==> src/rtl/uart_cmd_ctrl.sv <==
// uart_cmd_ctrl: parses framed command bytes from the UART receiver and
// turns them into register-file writes/reads. Write commands are answered
// with an ack byte, read commands with the read data, both queued to the TX
// FIFO. Malformed, errored, timed-out and overrun traffic is counted in
// ERR_CNT, which saturates at 255.
module uart_cmd_ctrl #(
    parameter int DATA_WIDTH = 8,
    parameter int ADDR_WIDTH = 4,
    parameter int TIMEOUT    = 1000
) (
    input  logic                  CLK,
    input  logic                  RST,
    input  logic [DATA_WIDTH-1:0] RX_P_DATA,
    input  logic                  RX_D_VLD,
    input  logic                  RX_PAR_ERR,
    input  logic                  RX_STP_ERR,
    output logic [ADDR_WIDTH-1:0] RF_ADDR,
    output logic                  RF_WR_EN,
    output logic [DATA_WIDTH-1:0] RF_WR_DATA,
    output logic                  RF_RD_EN,
    input  logic [DATA_WIDTH-1:0] RF_RD_DATA,
    input  logic                  RF_RD_VLD,
    input  logic                  TX_FULL,
    output logic [DATA_WIDTH-1:0] TX_P_DATA,
    output logic                  TX_WR_EN,
    output logic                  BUSY,
    output logic [7:0]            ERR_CNT
);

    localparam logic [DATA_WIDTH-1:0] CMD_WR   = DATA_WIDTH'(8'hAA);
    localparam logic [DATA_WIDTH-1:0] CMD_RD   = DATA_WIDTH'(8'hBB);
    localparam logic [DATA_WIDTH-1:0] ACK_BYTE = DATA_WIDTH'(8'h5A);
    localparam logic [15:0]           TMO_LIM  = 16'(TIMEOUT);

    typedef enum logic [2:0] {
        S_IDLE    = 3'd0,
        S_WR_ADDR = 3'd1,
        S_WR_DATA = 3'd2,
        S_RD_ADDR = 3'd3,
        S_RD_WAIT = 3'd4,
        S_TX_SEND = 3'd5
    } state_t;

    state_t                state_reg, state_next;
    logic [15:0]           tmo_cnt_reg, tmo_cnt_next;
    logic [ADDR_WIDTH-1:0] addr_latch_reg, addr_latch_next;
    logic [DATA_WIDTH-1:0] hold_reg, hold_next;

    logic [ADDR_WIDTH-1:0] rf_addr_reg, rf_addr_next;
    logic                  rf_wr_en_reg, rf_wr_en_next;
    logic [DATA_WIDTH-1:0] rf_wr_data_reg, rf_wr_data_next;
    logic                  rf_rd_en_reg, rf_rd_en_next;
    logic [DATA_WIDTH-1:0] tx_p_data_reg, tx_p_data_next;
    logic                  tx_wr_en_reg, tx_wr_en_next;
    logic                  busy_reg, busy_next;
    logic [7:0]            err_cnt_reg, err_cnt_next;

    logic byte_err;    // byte arrived with a framing/parity problem
    logic byte_ok;     // clean byte this cycle
    logic timed;       // state is subject to the inter-byte timeout
    logic timeout;     // inter-byte timeout expired this cycle
    logic go;          // no abort condition this cycle
    logic addr_bad;    // address byte has bits beyond the register file
    logic err_event;   // bump ERR_CNT this cycle

    assign byte_err = RX_D_VLD & (RX_PAR_ERR | RX_STP_ERR);
    assign byte_ok  = RX_D_VLD & ~(RX_PAR_ERR | RX_STP_ERR);
    assign timed    = (state_reg == S_WR_ADDR) || (state_reg == S_WR_DATA) ||
                      (state_reg == S_RD_ADDR) || (state_reg == S_RD_WAIT);
    assign timeout  = timed && (tmo_cnt_reg == TMO_LIM);
    assign go       = ~(byte_err | timeout);

    // Out-of-range check only exists when the byte is wider than the address
    generate
        if (DATA_WIDTH > ADDR_WIDTH) begin : g_addr_chk
            assign addr_bad = |RX_P_DATA[DATA_WIDTH-1:ADDR_WIDTH];
        end else begin : g_addr_nochk
            assign addr_bad = 1'b0;
        end
    endgenerate

    // State register, timeout counter and internal latches
    always_ff @(posedge CLK or negedge RST) begin
        if (!RST) begin
            state_reg      <= S_IDLE;
            tmo_cnt_reg    <= '0;
            addr_latch_reg <= '0;
            hold_reg       <= '0;
        end else begin
            state_reg      <= state_next;
            tmo_cnt_reg    <= tmo_cnt_next;
            addr_latch_reg <= addr_latch_next;
            hold_reg       <= hold_next;
        end
    end

    // Next-state logic, error events and timeout counter update
    always_comb begin
        state_next   = state_reg;
        err_event    = 1'b0;
        tmo_cnt_next = tmo_cnt_reg;
        if (!go) begin
            // Byte error or timeout: abort once, whatever the state
            state_next = S_IDLE;
            err_event  = 1'b1;
        end else begin
            case (state_reg)
                S_IDLE: begin
                    if (byte_ok) begin
                        if (RX_P_DATA == CMD_WR)      state_next = S_WR_ADDR;
                        else if (RX_P_DATA == CMD_RD) state_next = S_RD_ADDR;
                        else                          err_event  = 1'b1;
                    end
                end
                S_WR_ADDR: begin
                    if (byte_ok) begin
                        if (addr_bad) begin
                            state_next = S_IDLE;
                            err_event  = 1'b1;
                        end else begin
                            state_next = S_WR_DATA;
                        end
                    end
                end
                S_WR_DATA: begin
                    if (byte_ok) state_next = S_TX_SEND;
                end
                S_RD_ADDR: begin
                    if (byte_ok) begin
                        if (addr_bad) begin
                            state_next = S_IDLE;
                            err_event  = 1'b1;
                        end else begin
                            state_next = S_RD_WAIT;
                        end
                    end
                end
                S_RD_WAIT: begin
                    // Bytes here are overruns; read data from the cycle
                    // carrying our own read strobe is not yet valid
                    if (byte_ok) err_event = 1'b1;
                    if (RF_RD_VLD && !rf_rd_en_reg) state_next = S_TX_SEND;
                end
                S_TX_SEND: begin
                    if (byte_ok) err_event = 1'b1;
                    if (!TX_FULL) state_next = S_IDLE;
                end
                default: state_next = S_IDLE;
            endcase
        end

        // Counter runs only while waiting in a timed state; any state change
        // or accepted command byte restarts it
        if (!timed || (state_next != state_reg) ||
            (byte_ok && (state_reg != S_RD_WAIT))) begin
            tmo_cnt_next = '0;
        end else begin
            tmo_cnt_next = tmo_cnt_reg + 16'd1;
        end
    end

    // Output logic: strobes and data for the registered output stage
    always_comb begin
        rf_addr_next    = rf_addr_reg;
        rf_wr_en_next   = 1'b0;
        rf_wr_data_next = rf_wr_data_reg;
        rf_rd_en_next   = 1'b0;
        tx_p_data_next  = tx_p_data_reg;
        tx_wr_en_next   = 1'b0;
        addr_latch_next = addr_latch_reg;
        hold_next       = hold_reg;
        busy_next       = (state_next != S_IDLE);
        err_cnt_next    = err_cnt_reg;
        if (err_event && (err_cnt_reg != 8'hFF)) err_cnt_next = err_cnt_reg + 8'd1;

        if (go) begin
            case (state_reg)
                S_WR_ADDR: begin
                    if (byte_ok && !addr_bad) addr_latch_next = RX_P_DATA[ADDR_WIDTH-1:0];
                end
                S_WR_DATA: begin
                    if (byte_ok) begin
                        rf_wr_en_next   = 1'b1;
                        rf_addr_next    = addr_latch_reg;
                        rf_wr_data_next = RX_P_DATA;
                        hold_next       = ACK_BYTE;
                    end
                end
                S_RD_ADDR: begin
                    if (byte_ok && !addr_bad) begin
                        rf_rd_en_next = 1'b1;
                        rf_addr_next  = RX_P_DATA[ADDR_WIDTH-1:0];
                    end
                end
                S_RD_WAIT: begin
                    if (RF_RD_VLD && !rf_rd_en_reg) hold_next = RF_RD_DATA;
                end
                S_TX_SEND: begin
                    if (!TX_FULL) begin
                        tx_wr_en_next  = 1'b1;
                        tx_p_data_next = hold_reg;
                    end
                end
                default: ;
            endcase
        end
    end

    // Registered outputs
    always_ff @(posedge CLK or negedge RST) begin
        if (!RST) begin
            rf_addr_reg    <= '0;
            rf_wr_en_reg   <= 1'b0;
            rf_wr_data_reg <= '0;
            rf_rd_en_reg   <= 1'b0;
            tx_p_data_reg  <= '0;
            tx_wr_en_reg   <= 1'b0;
            busy_reg       <= 1'b0;
            err_cnt_reg    <= '0;
        end else begin
            rf_addr_reg    <= rf_addr_next;
            rf_wr_en_reg   <= rf_wr_en_next;
            rf_wr_data_reg <= rf_wr_data_next;
            rf_rd_en_reg   <= rf_rd_en_next;
            tx_p_data_reg  <= tx_p_data_next;
            tx_wr_en_reg   <= tx_wr_en_next;
            busy_reg       <= busy_next;
            err_cnt_reg    <= err_cnt_next;
        end
    end

    assign RF_ADDR    = rf_addr_reg;
    assign RF_WR_EN   = rf_wr_en_reg;
    assign RF_WR_DATA = rf_wr_data_reg;
    assign RF_RD_EN   = rf_rd_en_reg;
    assign TX_P_DATA  = tx_p_data_reg;
    assign TX_WR_EN   = tx_wr_en_reg;
    assign BUSY       = busy_reg;
    assign ERR_CNT    = err_cnt_reg;

endmodule

==> config.mk <==
export PLATFORM = sky130hd
export DESIGN_NAME = uart_cmd_ctrl
export DESIGN_NICKNAME = d
export VERILOG_FILES = /design/src/rtl/uart_cmd_ctrl.sv
export SDC_FILE = /design/constraint.sdc
export NUM_CORES = 1
export LEC_CHECK = 0
export CORE_MARGIN = 2
export CORE_UTILIZATION = 45
export DETAILED_ROUTE_END_ITERATION = 8
export GPL_TIMING_DRIVEN = 1
export PLACE_DENSITY = 0.77
export SYNTH_ARGS = -nofsm -noshare
export SYNTH_HDL_FRONTEND = slang
export SYNTH_SLANG_ARGS = --single-unit
==> constraint.sdc <==
create_clock -name CLK -period 2.43 [get_ports CLK]
set_input_delay 0.3645 -clock CLK [delete_from_list [all_inputs] [get_ports CLK]]
set_output_delay 0.3645 -clock CLK [all_outputs]
set_load 0.05 [all_outputs]
==> results.txt, run 1 <==
Row Count -> 29
Synth Flop Type -> dfrtp_1
Reg2Reg Depth -> 7
Family with the most delay on the worst path -> simple AND/OR/NAND/NOR gates
Post-synth ARST share -> 100%
Cell Int Power -> 0.00214 W
Crit-path slowest cell -> dfrtp_1
GRT Residual Overflow -> 0
DRT Pass-1 Iters -> 4
CTS sink count -> 63
Fillers -> 518
Width of the die -> 86.0 µm
Peak VDD IR -> 0.482 mV
H-tree level count -> 3
Dpl hpwl -> 4.80 mm
Tcrit/Tclk final -> 94.2%
Yosys warning count -> 0
R2R Path End -> ERR_CNT[3]
Longest Clk Path Bufs -> 2
Antenna diode count -> 0
Count of input and output buffers -> 54
Final non-filler cell total -> 445
DRC errors left -> 0
Delay of the slowest cell on the worst path -> 0.42 ns
Gpl congestion -> 0.932
Num ports -> 55
Reg-to-reg setup timing slack -> 0.14 ns
First-pass GRT wire length -> 11.3 mm
Root Buffer -> clkbuf_8
CP bufs+invs -> 1
Final setup viols -> 0
Total Die Area -> 7390 µm²
Final worst slack -> 0.141 ns
Combinational share of power -> 27.8%
Synth Area per Inst -> 11.0 µm²
Post-route minimum period -> 2.29 ns
Critical path startpoint -> tmo_cnt_reg[13]
Sequential area share after synthesis -> 52.2%
Share of post-route cells with drive strength above 1 -> 23.9%
Via count -> 2368
Mapped Nets -> 301
Crit Reg-Reg Startpoint -> tmo_cnt_reg[13]
Switching Share -> 33.6%
Count of different cell masters after synthesis -> 46
Initial core utilization -> 47.1%
Max-cap check violation count -> 0
Final Max Slew Viols -> 0
Post-route setup TNS -> 0 ns
Seq cells post-synth -> 63
Outcome -> completed
Fin Clk Skew -> 0.00927 ns
Post-route antenna net violation count -> 0
Dpl cells -> 428
Max_slew headroom -> 53.9%
PwrDens -> 787 nW/µm²
Initial antenna violation count -> 0
Cell count after synthesis -> 275
Post-route cell area -> 4100 µm²
Psw -> 0.00108 W
Kind of critical path -> flip-flop to flip-flop
Clock network fraction of design power -> 32.2%
Worst Setup End Kind -> flip-flop
DR vias/cell -> 5.32
Worst skew pair latency -> 0.34 ns
CP Cell Sequence -> nor4b_1, o2111ai_1, or2_1, a32oi_2, buf_4, nand4_1, xnor2_1
Max Freq -> 437 MHz
Worst-path clk slew -> 0.07 ns
Pre-CTS WS -> -0.188 ns
Crit start category -> flip-flop
Mapped cell area -> 3020 µm²
Vias in the first global route -> 2461
Area grow syn2layout -> 35.6%
Crit path DAT -> 2.52 ns
Wire per inst -> 14.7 µm
Cts hold-fix bufs -> 0
Worst Tran Pin Value -> 0.692 ns
Maximum fanout along the worst path -> 7
Largest net degree at the start of global routing -> 35
Hold Vio Cnt, Final -> 0
Placed inst area -> 3860 µm²
Hold WC Path Type -> input pin to async pin
Flop pwr share -> 40.0%
Req. time, crit path -> 2.66 ns
Leakage -> 1.80 nW
RSZ-0062 raised after global routing -> false
Post-synth EDFFs -> 0
Core Area -> 6420 µm²
GRT Total Usage -> 19.5%
Initial drt markers -> 113
Cts bufs inserted -> 9
Nets -> 389
Number of flip-flops in the largest register -> 16
CTS tree -> done
Die Height -> 86.0 µm
Final WL -> 6.56 mm
synthesized netlist by cell type, types with 2 or more instances:
cell type   n  area, µm²
dfrtp_1    63       1580
mux2_2     29        327
nor2_1     27        101
nand2_1    24       90.1
o21ai_0    15       75.1
xnor2_1    14        123
inv_1      13       48.8
nor3_1     10       50.1
nand4_1     9       56.3
nand3_1     7       35.0
xor2_1      7       61.3
clkbuf_1    5       18.8
nor4b_1     4       35.0
a21oi_1     3       15.0
a221o_1     3       30.0
and3_1      3       18.8
ha_1        3       37.5
nand2b_1    3       18.8
nor4_1      3       18.8
or3_1       3       18.8
nor3b_2     2       25.0
cells by family after synthesis:
group | after synthesis | synth area share [%]
adders and majority gates | 3 | 1.24
muxes | 29 | 10.8
buffers and inverters | 21 | 3.02
and+or+nand+nor | 105 | 18.4
AOI/OAI and AO/OA | 33 | 8.28
DFF | 63 | 52.2
xor gates and xnor gates | 21 | 6.08
repair_timing:
item / 4_1_cts / 5_1_grt
resized for setup: 0 / 2
setup buffers: 0 / 1
endpoints found under the setup margin: 0 / 14
stage by stage:
stage / util, % / total power [W] / hold WS (ns)
6_report: 63.8 / 0.00323 / 0.0572
5_1_grt: 63.8 / 0.00339 / 0.117
4_1_cts: 63.7 / 0.00326 / 0.0841
3_5_place_dp: 60.1 / 0.00222 / 0.462
3_3_place_gp: 60.1 / 0.00219 / 0.445
2_1_floorplan: - / 0.00185 / 0.0689
cell usage in the layout, fill, tap and decap left out, types with 2 or more instances in the layout:
cell and count:
nor3b_2 2, a221o_1 3, nor3_1 10, and3_1 3, clkinvlp_4 2, xor2_1 7
nor4_1 3, bufinv_16 2, clkbuf_8 10, a21oi_1 3, nand4_1 9, buf_4 29
inv_1 13, dfrtp_1 63, nor4b_1 4, xnor2_1 14, ha_1 3, nand3_1 7
buf_12 2, nand2b_1 3, nand2_1 24, mux2_2 29, or3_1 3, nor2_1 27
clkdlybuf4s50_1 53, o21ai_0 14
power groups by stage:
stage               Clock (W)  Combinational [W]  Sequential, W
finish                0.00104           0.000896        0.00129
floorplan                   0           0.000217        0.00163
CTS                   0.00106           0.000905        0.00129
global route          0.00112           0.000956        0.00132
detailed placement          0           0.000902        0.00131
global placement            0           0.000887        0.00131
layer usage:
metal | GRT usage (%) | share of wire (%) | up-vias | wire (µm)
met4 | 8.80 | 1.5 | 0 | 97
met5 | 0 | 0 | - | 0
li1 | - | - | 1146 | -
met1 | 26.0 | 46 | 1153 | 3050
met2 | 31.0 | 47 | 59 | 3110
met3 | 3.66 | 4.6 | 10 | 302
cell type report:
type / instances / area [µm²] / share of cell area, %
Inverter: 13 / 48.8 / 1.19
Clock buffer: 10 / 138 / 3.36
Clock inverter: 6 / 92.6 / 2.26
Tap cell: 77 / 96.3 / 2.35
Multi-Input combinational cell: 191 / 1360 / 33.0
Timing Repair Buffer: 85 / 793 / 19.3
Sequential cell: 63 / 1580 / 38.4
worst max path at each step:
stage                           to  cells after the start
global placement        RF_ADDR[2]                      7
finish                  ERR_CNT[3]                      7
CTS                  RF_WR_DATA[6]                      5
floorplan           tmo_cnt_reg[8]                      8
global route         RF_WR_DATA[0]                      5
detailed placement      RF_ADDR[1]                      7
Power figures use the tool's default switching activity.
==> inputs of run 2 (changes only) <==
Settings changed: CTS_BUF_LIST set to sky130_fd_sc_hd__clkbuf_2 sky130_fd_sc_hd__clkbuf_4 sky130_fd_sc_hd__clkbuf_8, HOLD_SLACK_MARGIN set to 0.1.
Clock period 2.43 ns to 2.4 ns, I/O delays scaled along.
==> results.txt, run 2 (synthesized netlist as in run 1, its figures left out) <==
Outcome -> completed
Placed inst area -> 3880 µm²
Hold Vio Cnt, Final -> 0
Initial antenna violation count -> 0
Combinational share of power -> 28.3%
Clock network fraction of design power -> 31.2%
Cts bufs inserted -> 9
Final Core Density -> 64.5%
Final Max Slew Viols -> 0
Worst Tran Pin Value -> 0.703 ns
Top Usage Layer GRT -> met2
Crit path DAT -> 2.49 ns
Most common cell after layout, fill and taps aside -> dfrtp_1
Gpl congestion -> 0.929
Hold depth -> 2
Die Height -> 86.0 µm
Largest net degree at the start of global routing -> 35
Req. time, crit path -> 2.62 ns
CTS tree -> done
Count of input and output buffers -> 54
Longest Clk Path Bufs -> 2
Hold WC Path Type -> flip-flop to flip-flop
Switching Share -> 33.7%
Cell Int Power -> 0.00214 W
Max Freq -> 441 MHz
Width of the die -> 86.0 µm
Post-route setup TNS -> 0 ns
Crit Reg-Reg Startpoint -> state_reg[2]
Initial drt markers -> 147
Worst Setup End Kind -> flip-flop
First-pass GRT wire length -> 11.2 mm
Crit path to -> RF_ADDR[3]
Num ports -> 55
Peak VDD IR -> 0.568 mV
Leakage -> 1.82 nW
Via count -> 2351
Reg2Reg Depth -> 6
Psw -> 0.00109 W
Root Buffer -> clkbuf_8
Number of flip-flops in the largest register -> 16
Max_slew headroom -> 53.1%
Flop pwr share -> 40.5%
GRT Residual Overflow -> 0
GRT Total Usage -> 19.4%
Fin Clk Skew -> 0.00639 ns
Dpl hpwl -> 4.81 mm
Hold Slack -> 0.476 ns
GR Util met1 -> 26.3%
Share of post-route cells with drive strength above 1 -> 25.0%
Most frequent cells in the layout -> dfrtp_1 (63), clkdlybuf4s50_1 (53), buf_4 (32)
Post-route minimum period -> 2.27 ns
Wire per inst -> 14.6 µm
Total Die Area -> 7390 µm²
Initial core utilization -> 47.1%
Reg-to-reg setup timing slack -> 0.17 ns
Post-route antenna net violation count -> 0
DRC errors left -> 0
RSZ-0062 raised after global routing -> false
Vias in the first global route -> 2359
Maximum fanout along the worst path -> 4
Critical path startpoint -> RX_P_DATA[4]
Final WL -> 6.57 mm
Row Count -> 29
Antenna diode count -> 0
CTS sink count -> 63
DR vias/cell -> 5.24
Grt met3 use -> 4.72%
Nets -> 393
Post-route cell area -> 4140 µm²
Worst-path clk slew -> 0.07 ns
Area grow syn2layout -> 37.1%
Crit start category -> input pin
Fillers -> 508
H-tree level count -> 3
Met2 Use GR -> 29.7%
Worst skew pair latency -> 0.33 ns
Core Area -> 6420 µm²
Kind of critical path -> input pin to flip-flop
DRT Pass-1 Iters -> 5
Tcrit/Tclk final -> 94.6%
PwrDens -> 780 nW/µm²
Max-cap check violation count -> 0
Final setup viols -> 0
R2R Path End -> RF_ADDR[3]
==> run 2: repair_timing <==
action,CTS,global route
pin swaps,0,1
setup buffers,0,1
endpoints found under the hold margin,29,0
hold buffers,1,0
setup endpoints to repair,4,37
gates resized for setup,1,4
==> run 2: metal layers <==
layer / wire (µm) / vias up
met4: 100 / 0
li1: - / 1161
met2: 3080 / 47
met5: 0 / -
met1: 3130 / 1136
met3: 256 / 7
==> run 2: how the worst min path moves through the flow <==
stage	from	end	slack, ns
after CTS	hold_reg[5]	hold_reg[5]	0.48
after floorplan	RST	BUSY	0.06
final	hold_reg[5]	hold_reg[5]	0.48
after global routing	RF_WR_DATA[2]	RF_WR_DATA[2]	0.52
after detailed placement	RST	TX_P_DATA[2]	0.46
after global placement	RST	TX_P_DATA[7]	0.44
==> run 2: layout make-up <==
cell class	count	area, µm²	area share, %
timing repair buffer	89	826	19.9
tap	77	96.3	2.32
clock buffer	9	124	2.99
clock inverter	7	97.6	2.36
multi-input combinational	191	1380	33.2
sequential	63	1580	38.0
inverter	13	48.8	1.18
==> run 2: worst max-delay path, stage by stage <==
cell and delay, ns:
clkdlybuf4s50_1 0.41, or4_1 0.58, nand2_1 0.09, o21ai_0 0.07, a221o_1 0.39, nor2_2 0.21, mux2_2 0.36
==> run 2: per-stage QoR <==
stage	std cells	worst slack, ns	total power (W)
final	449	0.130	0.00323
after global routing	449	0.00626	0.00340
after floorplan	275	0.290	0.00187
after CTS	448	0.00315	0.00326
after global placement	431	-0.165	0.00222
after detailed placement	431	-0.211	0.00225
==> run 2: power by group through the flow <==
stage	logic (W)	registers [W]	clock network, W
final	0.000914	0.00131	0.00101
after global routing	0.000974	0.00134	0.00109
after CTS	0.000917	0.00131	0.00103
after detailed placement	0.000913	0.00133	0
after global placement	0.000898	0.00132	0
after floorplan	0.000220	0.00165	0
==> inputs of run 3 (changes only) <==
Settings changed: GPL_ROUTABILITY_DRIVEN set to 0.
==> results.txt, run 3 (synthesized netlist as in run 1, its figures left out) <==
Vias in the first global route -> 2260
Cts bufs inserted -> 9
First-pass GRT wire length -> 10.7 mm
Combinational share of power -> 27.9%
PnR Total Power -> 0.00322 W
GRT Residual Overflow -> 0
DRT Pass-1 Iters -> 5
GRT Total Usage -> 18.6%
Max_slew headroom -> 48.2%
CTS sink count -> 63
Post-route cell area -> 4070 µm²
Area grow syn2layout -> 34.6%
Wire per inst -> 14.6 µm
Most common cell after layout, fill and taps aside -> dfrtp_1
Row Count -> 29
Worst skew pair latency -> 0.34 ns
PwrDens -> 791 nW/µm²
Hold Vio Cnt, Final -> 0
Max-cap check violation count -> 0
Clock network fraction of design power -> 31.4%
Num ports -> 55
Longest Clk Path Bufs -> 2
Antenna diode count -> 0
Post-route antenna net violation count -> 0
Placed inst area -> 3830 µm²
Final setup viols -> 0
Post-route setup TNS -> 0 ns
Core Area -> 6420 µm²
Via count -> 2393
Maximum fanout along the worst path -> 4
H-tree level count -> 3
Final WL -> 6.48 mm
Peak VDD IR -> 0.395 mV
Total Die Area -> 7390 µm²
Initial core utilization -> 47.1%
Initial drt markers -> 132
Initial antenna violation count -> 0
Largest net degree at the start of global routing -> 64
R2R Path End -> tmo_cnt_reg[9]
Final non-filler cell total -> 443
Reg2Reg Depth -> 7
Crit path DAT -> 2.49 ns
CTS tree -> done
Root Buffer -> clkbuf_8
Width of the die -> 86.0 µm
Worst-path clk slew -> 0.08 ns
Hold WC Path Type -> input pin to async pin
Dpl cells -> 425
RSZ-0062 raised after global routing -> false
Kind of critical path -> input pin to flip-flop
Cell Int Power -> 0.00214 W
Post-route minimum period -> 2.27 ns
Leakage -> 1.78 nW
Flop pwr share -> 40.7%
Req. time, crit path -> 2.62 ns
Switching Share -> 33.4%
Count of input and output buffers -> 54
Fin Clk Skew -> 0.0111 ns
Nets -> 387
Worst Tran Pin Value -> 0.777 ns
Most frequent cells in the layout -> dfrtp_1 (63), clkdlybuf4s50_1 (53), mux2_2 (29)
DRC errors left -> 0
Number of flip-flops in the largest register -> 16
Crit Reg-Reg Startpoint -> state_reg[2]
Psw -> 0.00107 W
Die Height -> 86.0 µm
Tcrit/Tclk final -> 94.6%
Dpl hpwl -> 4.62 mm
Worst Setup End Kind -> flip-flop
Crit start category -> input pin
Outcome -> completed
Share of post-route cells with drive strength above 1 -> 24.3%
Final Max Slew Viols -> 0
Final Core Density -> 63.3%
DR vias/cell -> 5.40
Reg-to-reg setup timing slack -> 0.16 ns
Fillers -> 509
Max Freq -> 440 MHz
## run 3: final cells by class
cell class | instances | area (µm²) | share of cell area [%]
Multi-Input combinational cell | 191 | 1360 | 33.5
Sequential cell | 63 | 1580 | 38.8
Clock inverter | 6 | 85.1 | 2.09
Inverter | 13 | 48.8 | 1.20
Tap cell | 77 | 96.3 | 2.37
Timing Repair Buffer | 83 | 766 | 18.8
Clock buffer | 10 | 131 | 3.23
## run 3: timing repair
item,in CTS,in global routing
hold buffers,0,0
pin swaps,0,1
buffers inserted,0,2
hold endpoints to repair,0,0
gates resized for setup,1,4
setup endpoints to repair,1,20
## run 3: worst max-delay path, stage by stage
cell	delay, ns
clkdlybuf4s50_1	0.41
or4_1	0.58
nand2_1	0.09
o21ai_0	0.08
a221o_1	0.39
nor2_2	0.20
mux2_2	0.36
## run 3: metal layers
layer	track usage (%)	share of wire [%]	vias up
met5	0	0	-
met4	7.94	1.8	0
met3	4.04	5.7	10
met2	29.5	48	72
met1	24.5	45	1155
li1	-	-	1156
## run 3: worst max-delay path by stage
stage / startpoint / end / slack (ns) / cells past startpoint
after global placement: RX_P_DATA[4] / RF_ADDR[2] / -0.17 / 7
after floorplan: state_reg[0] / tmo_cnt_reg[8] / 0.29 / 8
after detailed placement: RX_P_DATA[4] / RF_ADDR[3] / -0.21 / 7
after CTS: state_reg[2] / RF_WR_DATA[1] / 0.07 / 5
final: RX_P_DATA[4] / RF_ADDR[0] / 0.13 / 7
after global routing: state_reg[2] / tmo_cnt_reg[15] / 0.005 / 7
## run 3: power groups by stage
stage               clock [W]  combinational [W]  sequential, W
floorplan                   0           0.000220        0.00165
global placement            0           0.000888        0.00132
detailed placement          0           0.000901        0.00133
CTS                   0.00103           0.000903        0.00131
global route          0.00109           0.000950        0.00133
finish                0.00101           0.000897        0.00131
## run 3: per-stage QoR
step	worst slack [ns]	hold slack, ns
2_1_floorplan	0.290	0.0644
3_3_place_gp	-0.174	0.460
3_5_place_dp	-0.210	0.468
4_1_cts	0.0692	0.214
5_1_grt	0.00533	0.248
6_report	0.129	0.180
